===== config.mk =====
export PLATFORM = sky130hd
export DESIGN_NAME = pipe_hazard_ctrl
export DESIGN_NICKNAME = d
export VERILOG_FILES = /design/src/rtl/pipe_hazard_ctrl.sv
export SDC_FILE = /design/constraint.sdc
export NUM_CORES = 1
export LEC_CHECK = 0
export CAP_MARGIN = 20
export CORE_AREA = 2 2 83 69
export DETAILED_ROUTE_END_ITERATION = 8
export DIE_AREA = 0 0 85 71
export PLACE_DENSITY = 0.53
export SETUP_SLACK_MARGIN = 0.2
export SLEW_MARGIN = 25
export SYNTH_ARGS = -nofsm -noshare
export SYNTH_HDL_FRONTEND = slang
export SYNTH_SLANG_ARGS = --single-unit

===== constraint.sdc =====
create_clock -name clk -period 5.6 [get_ports clk]
set_input_delay 1.68 -clock clk [delete_from_list [all_inputs] [get_ports clk]]
set_output_delay 1.68 -clock clk [all_outputs]
set_load 0.005 [all_outputs]

===== src/rtl/pipe_hazard_ctrl.sv =====
// ID-stage hazard and forwarding controller for a 5-stage pipeline.
// Tracks EX/MEM destination history and derives operand selects, stalls and a stall counter.
module pipe_hazard_ctrl #(
  parameter int unsigned CNTW = 16
) (
  input  logic            clk,
  input  logic            clrn,
  input  logic            IDvalid,
  input  logic [4:0]      IDrs,
  input  logic [4:0]      IDrt,
  input  logic            IDuseRs,
  input  logic            IDuseRt,
  input  logic            IDshift,
  input  logic            IDimme,
  input  logic            IDwreg,
  input  logic            IDm2reg,
  input  logic            IDwmem,
  input  logic [4:0]      IDwn,
  output logic [1:0]      selectAlua,
  output logic [1:0]      selectAlub,
  output logic            isStoreHazards,
  output logic            stall,
  output logic            bubble,
  output logic [CNTW-1:0] stallCount
);

  localparam logic [1:0] SelReg  = 2'd0;
  localparam logic [1:0] SelImm  = 2'd1;
  localparam logic [1:0] SelMem  = 2'd2;
  localparam logic [1:0] SelWb   = 2'd3;

  logic            r_ex_wreg;
  logic            r_ex_m2reg;
  logic [4:0]      r_ex_wn;
  logic            r_mem_wreg;
  logic [4:0]      r_mem_wn;
  logic [CNTW-1:0] r_stall_cnt;

  logic w_ex_live;
  logic w_mem_live;
  logic w_hit_ex_rs;
  logic w_hit_ex_rt;
  logic w_hit_mem_rs;
  logic w_hit_mem_rt;
  logic w_load_use;
  logic w_store_mem;
  logic w_stall;
  logic w_cnt_sat;

  // $0 is hard-wired zero, so a producer writing it never matches.
  assign w_ex_live  = r_ex_wreg & (r_ex_wn != 5'd0);
  assign w_mem_live = r_mem_wreg & (r_mem_wn != 5'd0);

  assign w_hit_ex_rs  = w_ex_live & (r_ex_wn == IDrs);
  assign w_hit_ex_rt  = w_ex_live & (r_ex_wn == IDrt);
  assign w_hit_mem_rs = w_mem_live & (r_mem_wn == IDrs);
  assign w_hit_mem_rt = w_mem_live & (r_mem_wn == IDrt);

  assign w_load_use = r_ex_m2reg &
                      ((IDuseRs & ~IDshift & w_hit_ex_rs) | (IDuseRt & w_hit_ex_rt));

  // Store data is latched in ID; a MEM-stage producer would leave it stale.
  assign w_store_mem = IDwmem & IDuseRt & w_hit_mem_rt & ~w_hit_ex_rt;

  assign w_stall   = IDvalid & (w_load_use | w_store_mem);
  assign w_cnt_sat = &r_stall_cnt;

  always_comb begin
    selectAlua = SelReg;
    if (IDshift) begin
      selectAlua = SelImm;
    end else if (IDuseRs && w_hit_ex_rs) begin
      selectAlua = SelMem;
    end else if (IDuseRs && w_hit_mem_rs) begin
      selectAlua = SelWb;
    end
  end

  always_comb begin
    selectAlub = SelReg;
    if (IDimme) begin
      selectAlub = SelImm;
    end else if (IDwmem) begin
      selectAlub = SelReg;
    end else if (IDuseRt && w_hit_ex_rt) begin
      selectAlub = SelMem;
    end else if (IDuseRt && w_hit_mem_rt) begin
      selectAlub = SelWb;
    end
  end

  assign isStoreHazards = IDvalid & IDwmem & IDuseRt & w_hit_ex_rt & ~r_ex_m2reg & ~w_stall;
  assign stall          = w_stall;
  assign bubble         = w_stall;
  assign stallCount     = r_stall_cnt;

  always_ff @(posedge clk or negedge clrn) begin
    if (!clrn) begin
      r_ex_wreg   <= 1'b0;
      r_ex_m2reg  <= 1'b0;
      r_ex_wn     <= 5'd0;
      r_mem_wreg  <= 1'b0;
      r_mem_wn    <= 5'd0;
      r_stall_cnt <= '0;
    end else begin
      r_mem_wreg <= r_ex_wreg;
      r_mem_wn   <= r_ex_wn;
      if (w_stall || !IDvalid) begin
        r_ex_wreg  <= 1'b0;
        r_ex_m2reg <= 1'b0;
        r_ex_wn    <= 5'd0;
      end else begin
        r_ex_wreg  <= IDwreg;
        r_ex_m2reg <= IDm2reg;
        r_ex_wn    <= IDwn;
      end
      if (w_stall && !w_cnt_sat) begin
        r_stall_cnt <= r_stall_cnt + {{(CNTW-1){1'b0}}, 1'b1};
      end
    end
  end

endmodule


Yosys cells after proc, flatten, opt, wreduce, memory -nomap -nowiden:

Cells that the tools add are included.

* logic and storage cells: 57
* flip-flop bits (word level): 29
* bits of input ports: 25
* output and inout port bits: 23

* add/subtract/negate cells: 1
* muxes and demuxes: 10
* reduce and logical (&&, ||, !) cells: 11
* bitwise gates (word level): 25
* equality and inequality tests: 4

Operator list (count)
* == test 5 bit: 4
* bitwise AND 1 bit: 19
* adder 16 x 1 -> 16 bit (second input constant): 1
* AND reduction 16 bit: 1
* two-way mux 2 bit: 7
* nonzero test 5 bit: 2
* logical AND 1 bit: 5
* two-way mux 5 bit: 1
* inverter 1 bit: 4
* logical NOT 1 bit: 2
* two-way mux 1 bit: 2
* bitwise OR 1 bit: 2
* logical OR 1 bit: 1

Longest topological paths before layout:

* depth in word-level cells: 10
* mapped depth: 9
* mapped depth without buffers: 8

Worst setup path before layout:

Ideal clock, no wire load.

* path type: input port to output port
* start: in IDrt[3]
* end: out isStoreHazards
* path slack: 1045 ps
* buffers on the path: 0
* arrival time: 2875 ps
* required time: 3920 ps
* stages: 7
* cell sequence: xor2_1 nor3_1 nand4_1 and3_4 nor2_1 nand2_1 nor4_2

* word-level cells in the longest chain between the ends: 9
* elaborated cells on any way between the ends: 16
* those cells by class: eq/ne: 2; bitwise: 14

RTL lines
* start: declaration: line 10 `input logic [4:0] IDrt,`
* == test 5 bit: line 55 `assign w_hit_ex_rt = w_ex_live & (r_ex_wn == IDrt);`
* bitwise AND 1 bit: line 55
* bitwise AND 1 bit: line 60 `((IDuseRs & ~IDshift & w_hit_ex_rs) | (IDuseRt & w_hit_ex_rt));`
* bitwise OR 1 bit: line 60
* bitwise AND 1 bit: line 59 `assign w_load_use = r_ex_m2reg &`
* bitwise OR 1 bit: line 65 `assign w_stall = IDvalid & (w_load_use | w_store_mem);`
* bitwise AND 1 bit: line 65
* inverter 1 bit: line 92 `assign isStoreHazards = IDvalid & IDwmem & IDuseRt & w_hit_ex_rt & ~r_ex_m2reg & ~w_stall;`
* bitwise AND 1 bit (*): line 92
* end: declaration: line 21 `output logic isStoreHazards,`

Mark *: on every way between the ends. The rest lies on a longest branch, timed or not.

Worst setup path in the final report:

* start: in IDrt[0]
* end: out bubble

* word-level cells in the longest chain between the ends: 7
* elaborated cells on any way between the ends: 12
* those cells by class: eq/ne: 2; bitwise: 10

RTL lines
* == test 5 bit: line 55
* bitwise AND 1 bit: line 55
* bitwise AND 1 bit: line 60
* bitwise OR 1 bit: line 60
* bitwise AND 1 bit: line 59
* bitwise OR 1 bit (*): line 65
* bitwise AND 1 bit (*): line 65
* end: declaration: line 23 `output logic bubble,`

Marks and branches as above.

==> impl_results.rst <==
.. list-table::
   :header-rows: 1

   * - Metric
     - Value
   * - Run status
     - complete, no violations
   * - Share of synthesized cell area in full adder, half adder and majority cells
     - 0.821%
   * - Worst R2R Path Depth
     - 8
   * - Final routed wirelength across all metal layers
     - roughly 3.8 mm
   * - Slew @ Worst Pin
     - roughly 0.4 ns
   * - Most frequently used cell type in the post-synthesis netlist
     - sky130_fd_sc_hd__dfrtp_1
   * - Data required time at the worst endpoint
     - roughly 3.9 ns
   * - Clock root buffer
     - sky130_fd_sc_hd__clkbuf_8
   * - Via count of the routed design
     - 1272
   * - Max Freq
     - 189 MHz
   * - Detailed-placement wirelength estimate
     - 2.83 mm
   * - First-pass DRT Iterations
     - 4
   * - Longest individual stage delay on the worst path
     - ~0.56 ns
   * - Leakage dissipation
     - approximately 1.0 nW
   * - Maximum buffer depth of the clock tree
     - 2
   * - Proportion of synthesized flip-flops having asynchronous set or reset
     - 100%
   * - Worst r2r src
     - r_ex_wn[1]$_DFF_PN0_
   * - Number of global-route vias before repair
     - 1375
   * - Launching element type of the critical path
     - input port
   * - Final standard cell count with taps included and fillers excluded
     - around 260
   * - TritonCTS clock tree
     - done
   * - Final cycle utilization of the critical path
     - 94.4%
   * - Die height
     - approximately 70 um
   * - Peak VDD IR
     - 0.112 mV
   * - Hold Path Origin
     - r_ex_wreg$_DFF_PN0_
   * - Clock slew at the register clock pins of the worst setup and hold paths
     - approximately 0.06 ns
   * - Detail-routed via count per cell
     - 4.84
   * - Unrepaired setup endpoints after global routing
     - no
   * - Synthesis-stage register bit count
     - 29
   * - Count of nets left with antenna violations after detail routing
     - 0
   * - Overall fraction of global-route tracks in use
     - 13.7%
   * - Area fraction in compound gates after synthesis
     - 4.60%
   * - Number of placed cells counting well taps
     - 254
   * - Area enclosed by the die boundary
     - 0.00604 mm^2
   * - Inserted Clock Buffers
     - 5
   * - WS Path Type
     - input port to output port
   * - Post-synth top area share
     - 47.6%
   * - Summed instance area of the synthesized netlist
     - 0.00152 mm^2
   * - Crit path capture type
     - output port
   * - Basic-gate share of the synthesized area counting and, or, nand and nor cells
     - 23.4%
   * - Cell count after synthesis
     - 143
   * - Headroom to the max-slew limit
     - 72.5%
   * - Starting utilization of the core area
     - 29.0%
   * - Buffers on Ports
     - 47
   * - Routed length per instance
     - 14.6 um
   * - Antenna Cells
     - 0
   * - Library cell with the largest summed area after synthesis
     - sky130_fd_sc_hd__dfrtp_1
   * - Number of placement rows
     - 24
   * - Fillers
     - 510
   * - Max stage delay cell, worst path
     - sky130_fd_sc_hd__clkdlybuf4s50_1
   * - Synthesized net count
     - between 150 and 200
   * - Number of cells traversed by the worst hold path
     - 0
   * - Share of final-layout standard cells stronger than drive strength 1
     - 12.6%
   * - Layout overhead on the synthesized area
     - 44.8%
   * - Number of failing hold endpoints at the final stage
     - 0
   * - Critical path cell sequence
     - clkdlybuf4s50_1 > xnor2_2 > nand4_1 > nor3_2 > and3_4 > o21ai_4 > inv_1 > clkdlybuf4s50_1
   * - Maximum number of pins on one net before global-route repair
     - 30
   * - Io pins
     - 48
   * - Post-Synthesis Mean Instance Area
     - 10.7 um^2
   * - Final Net Count
     - 224
   * - Htree depth
     - 2
   * - Total overflow reported by the global router
     - 0
   * - DRC violation total after the first TritonRoute iteration
     - 58
   * - Data arrival at the endpoint of the critical path
     - 3.61 ns
   * - Final weighted congestion of routability-driven global placement
     - 0.759
   * - Total number of clock tree sinks
     - 29
   * - XOR/XNOR share of the synthesized area
     - slightly above 20%
   * - Antenna violations before repair
     - 0
   * - Maximum Capacitance Violations
     - 0
   * - Sequential element share of the synthesized area
     - 47.6%
   * - Dominant combinational cell family by area after synthesis
     - simple AND/OR/NAND/NOR gates
   * - Proportion of synthesized area in mux cells
     - 0.739%
   * - Register-to-register path setup slack
     - 3.38 ns
   * - Post-route setup TNS
     - 0 ns
   * - Most repeated library cell on the critical path
     - sky130_fd_sc_hd__clkdlybuf4s50_1
   * - Pwr Density
     - 202 mW/mm^2
   * - Number of enable-type register cells in the synthesized netlist
     - 0
   * - FF-to-FF End
     - stallCount[4]$_DFFE_PN0P_
   * - Cell types with the largest area share after synthesis
     - sky130_fd_sc_hd__dfrtp_1, sky130_fd_sc_hd__xnor2_1, sky130_fd_sc_hd__xor2_1, sky130_fd_sc_hd__and3_1, sky130_fd_sc_hd__nand2_1
   * - Post-route DRC
     - 0
   * - YS warnings
     - 0
   * - Final Max Slew Viols
     - 0
   * - Core area
     - 0.00526 mm^2
   * - Number of distinct library cells after synthesis
     - 33
   * - Min Clock Period, post-route
     - 5.29 ns
   * - First-pass GRT wire length
     - 6.59 mm
   * - Worst-case clock skew
     - 0.00243 ns
   * - Die Wd
     - 85 um
   * - Final setup violation count
     - 0
   * - Primary FF master, synth
     - sky130_fd_sc_hd__dfrtp_1
   * - Maximum net fanout on the critical path
     - 3
   * - Commonest cells post-synth
     - sky130_fd_sc_hd__dfrtp_1, sky130_fd_sc_hd__xnor2_1, sky130_fd_sc_hd__xor2_1, sky130_fd_sc_hd__nand2_1, sky130_fd_sc_hd__and3_1
   * - Clock latency on the worst-skew pair
     - 0.27 ns
   * - Worst hold path class
     - flop to flop
   * - Worst min-delay path endpoint
     - r_mem_wreg$_DFF_PN0_
==> worst max-delay path: cells and delay by family <==
| family | cells | cell delay, ns |
|---|---|---|
| xor gates and xnor gates | 1 | 0.14 |
| AOI/OAI and AO/OA | 1 | 0.07 |
| and+or+nand+nor | 3 | 0.58 |
| buffers and inverters | 3 | 1.14 |
==> registers in the layout, indices dropped and copies added (netlist names) <==
register    cells
r_ex_m2reg      1
r_ex_wn         5
r_ex_wreg       1
r_mem_wn        5
r_mem_wreg      1
stallCount     16
==> layer usage <==
layer / GRT usage [%] / routed length, um / share of wire [%] / vias up
li1: - / - / - / 602
met3: 5.13 / 262 / 6.8 / 7
met4: 4.06 / 63 / 1.6 / 0
met1: 17.9 / 1750 / 46 / 622
met2: 21.2 / 1760 / 46 / 41
met5: 0 / 0 / 0 / -
==> worst max path at each step <==
| stage | startpoint | endpoint | cells after the start |
|---|---|---|---|
| after floorplan | IDrt[3] | isStoreHazards | 7 |
| after global placement | IDrt[3] | bubble | 8 |
| after detailed placement | IDrt[3] | bubble | 8 |
| after CTS | IDrs[0] | bubble | 8 |
| after global routing | IDrt[4] | isStoreHazards | 9 |
| final | IDrt[0] | bubble | 8 |
==> placed cells by master, fill, tap and decap left out, drive strengths merged, types with 4 or more instances in the layout <==
cell type      count
xnor2             18
xor2              17
clkdlybuf4s50     41
nand4              7
clkbuf             7
nor4               4
nand2             13
nor2               5
nand3              7
nor3               5
dfrtp             29
and3              13
inv                4
buf                5
==> per-stage QoR <==
| step | hold slack [ns] | area (um^2) | utilization (%) | setup slack, ns | power (W) |
|---|---|---|---|---|---|
| final | 0.444 | 2210 | 42.0 | 0.312 | 0.000445 |
| after global routing | 0.464 | 2210 | 42.0 | 0.208 | 0.000470 |
| after CTS | 0.450 | 2170 | 41.3 | 0.215 | 0.000452 |
| after detailed placement | 0.434 | 2070 | 39.4 | 0.0530 | 0.000279 |
| after global placement | 0.433 | 2070 | 39.4 | 0.0391 | 0.000278 |
| after floorplan | 0.393 | 1520 | - | 1.04 | 0.000244 |
==> logic make-up (layout without fill, tap and decap cells) <==
group,after synthesis,in the layout
XOR/XNOR,35,35
buffers and inverters,8,63
multiplexers,1,1
flip-flops,29,29
AO/OA/AOI/OAI,8,8
AND/OR/NAND/NOR,61,61
adder cells (fa/ha/maj),1,1
==> cell type report <==
cell class | count | area (um^2) | share of cell area [%]
sequential | 29 | 726 | 32.9
clock buffer | 7 | 86.3 | 3.91
timing repair buffer | 52 | 512 | 23.2
inverter | 4 | 15.0 | 0.680
tap | 65 | 81.3 | 3.68
multi-input combinational | 106 | 787 | 35.7
==> power by group <==
group	total, W	leakage, nW	switching [W]	internal (W)
registers	0.000223	0.391	0.00000712	0.000216
clock network	0.000169	0.0443	0.0000715	0.0000972
logic	0.0000539	0.578	0.0000227	0.0000312
total	0.000445	1.01	0.000101	0.000344
==> repair_timing <==
action / in CTS / in global routing
gates resized for setup: 6 / 6
hold buffers: 0 / 0
setup buffers: 1 / 1
gates cloned: 0 / 0
endpoints found under the setup margin: 4 / 5
pin swaps: 3 / 6
Note: power is estimated with default switching activity, not from simulation.
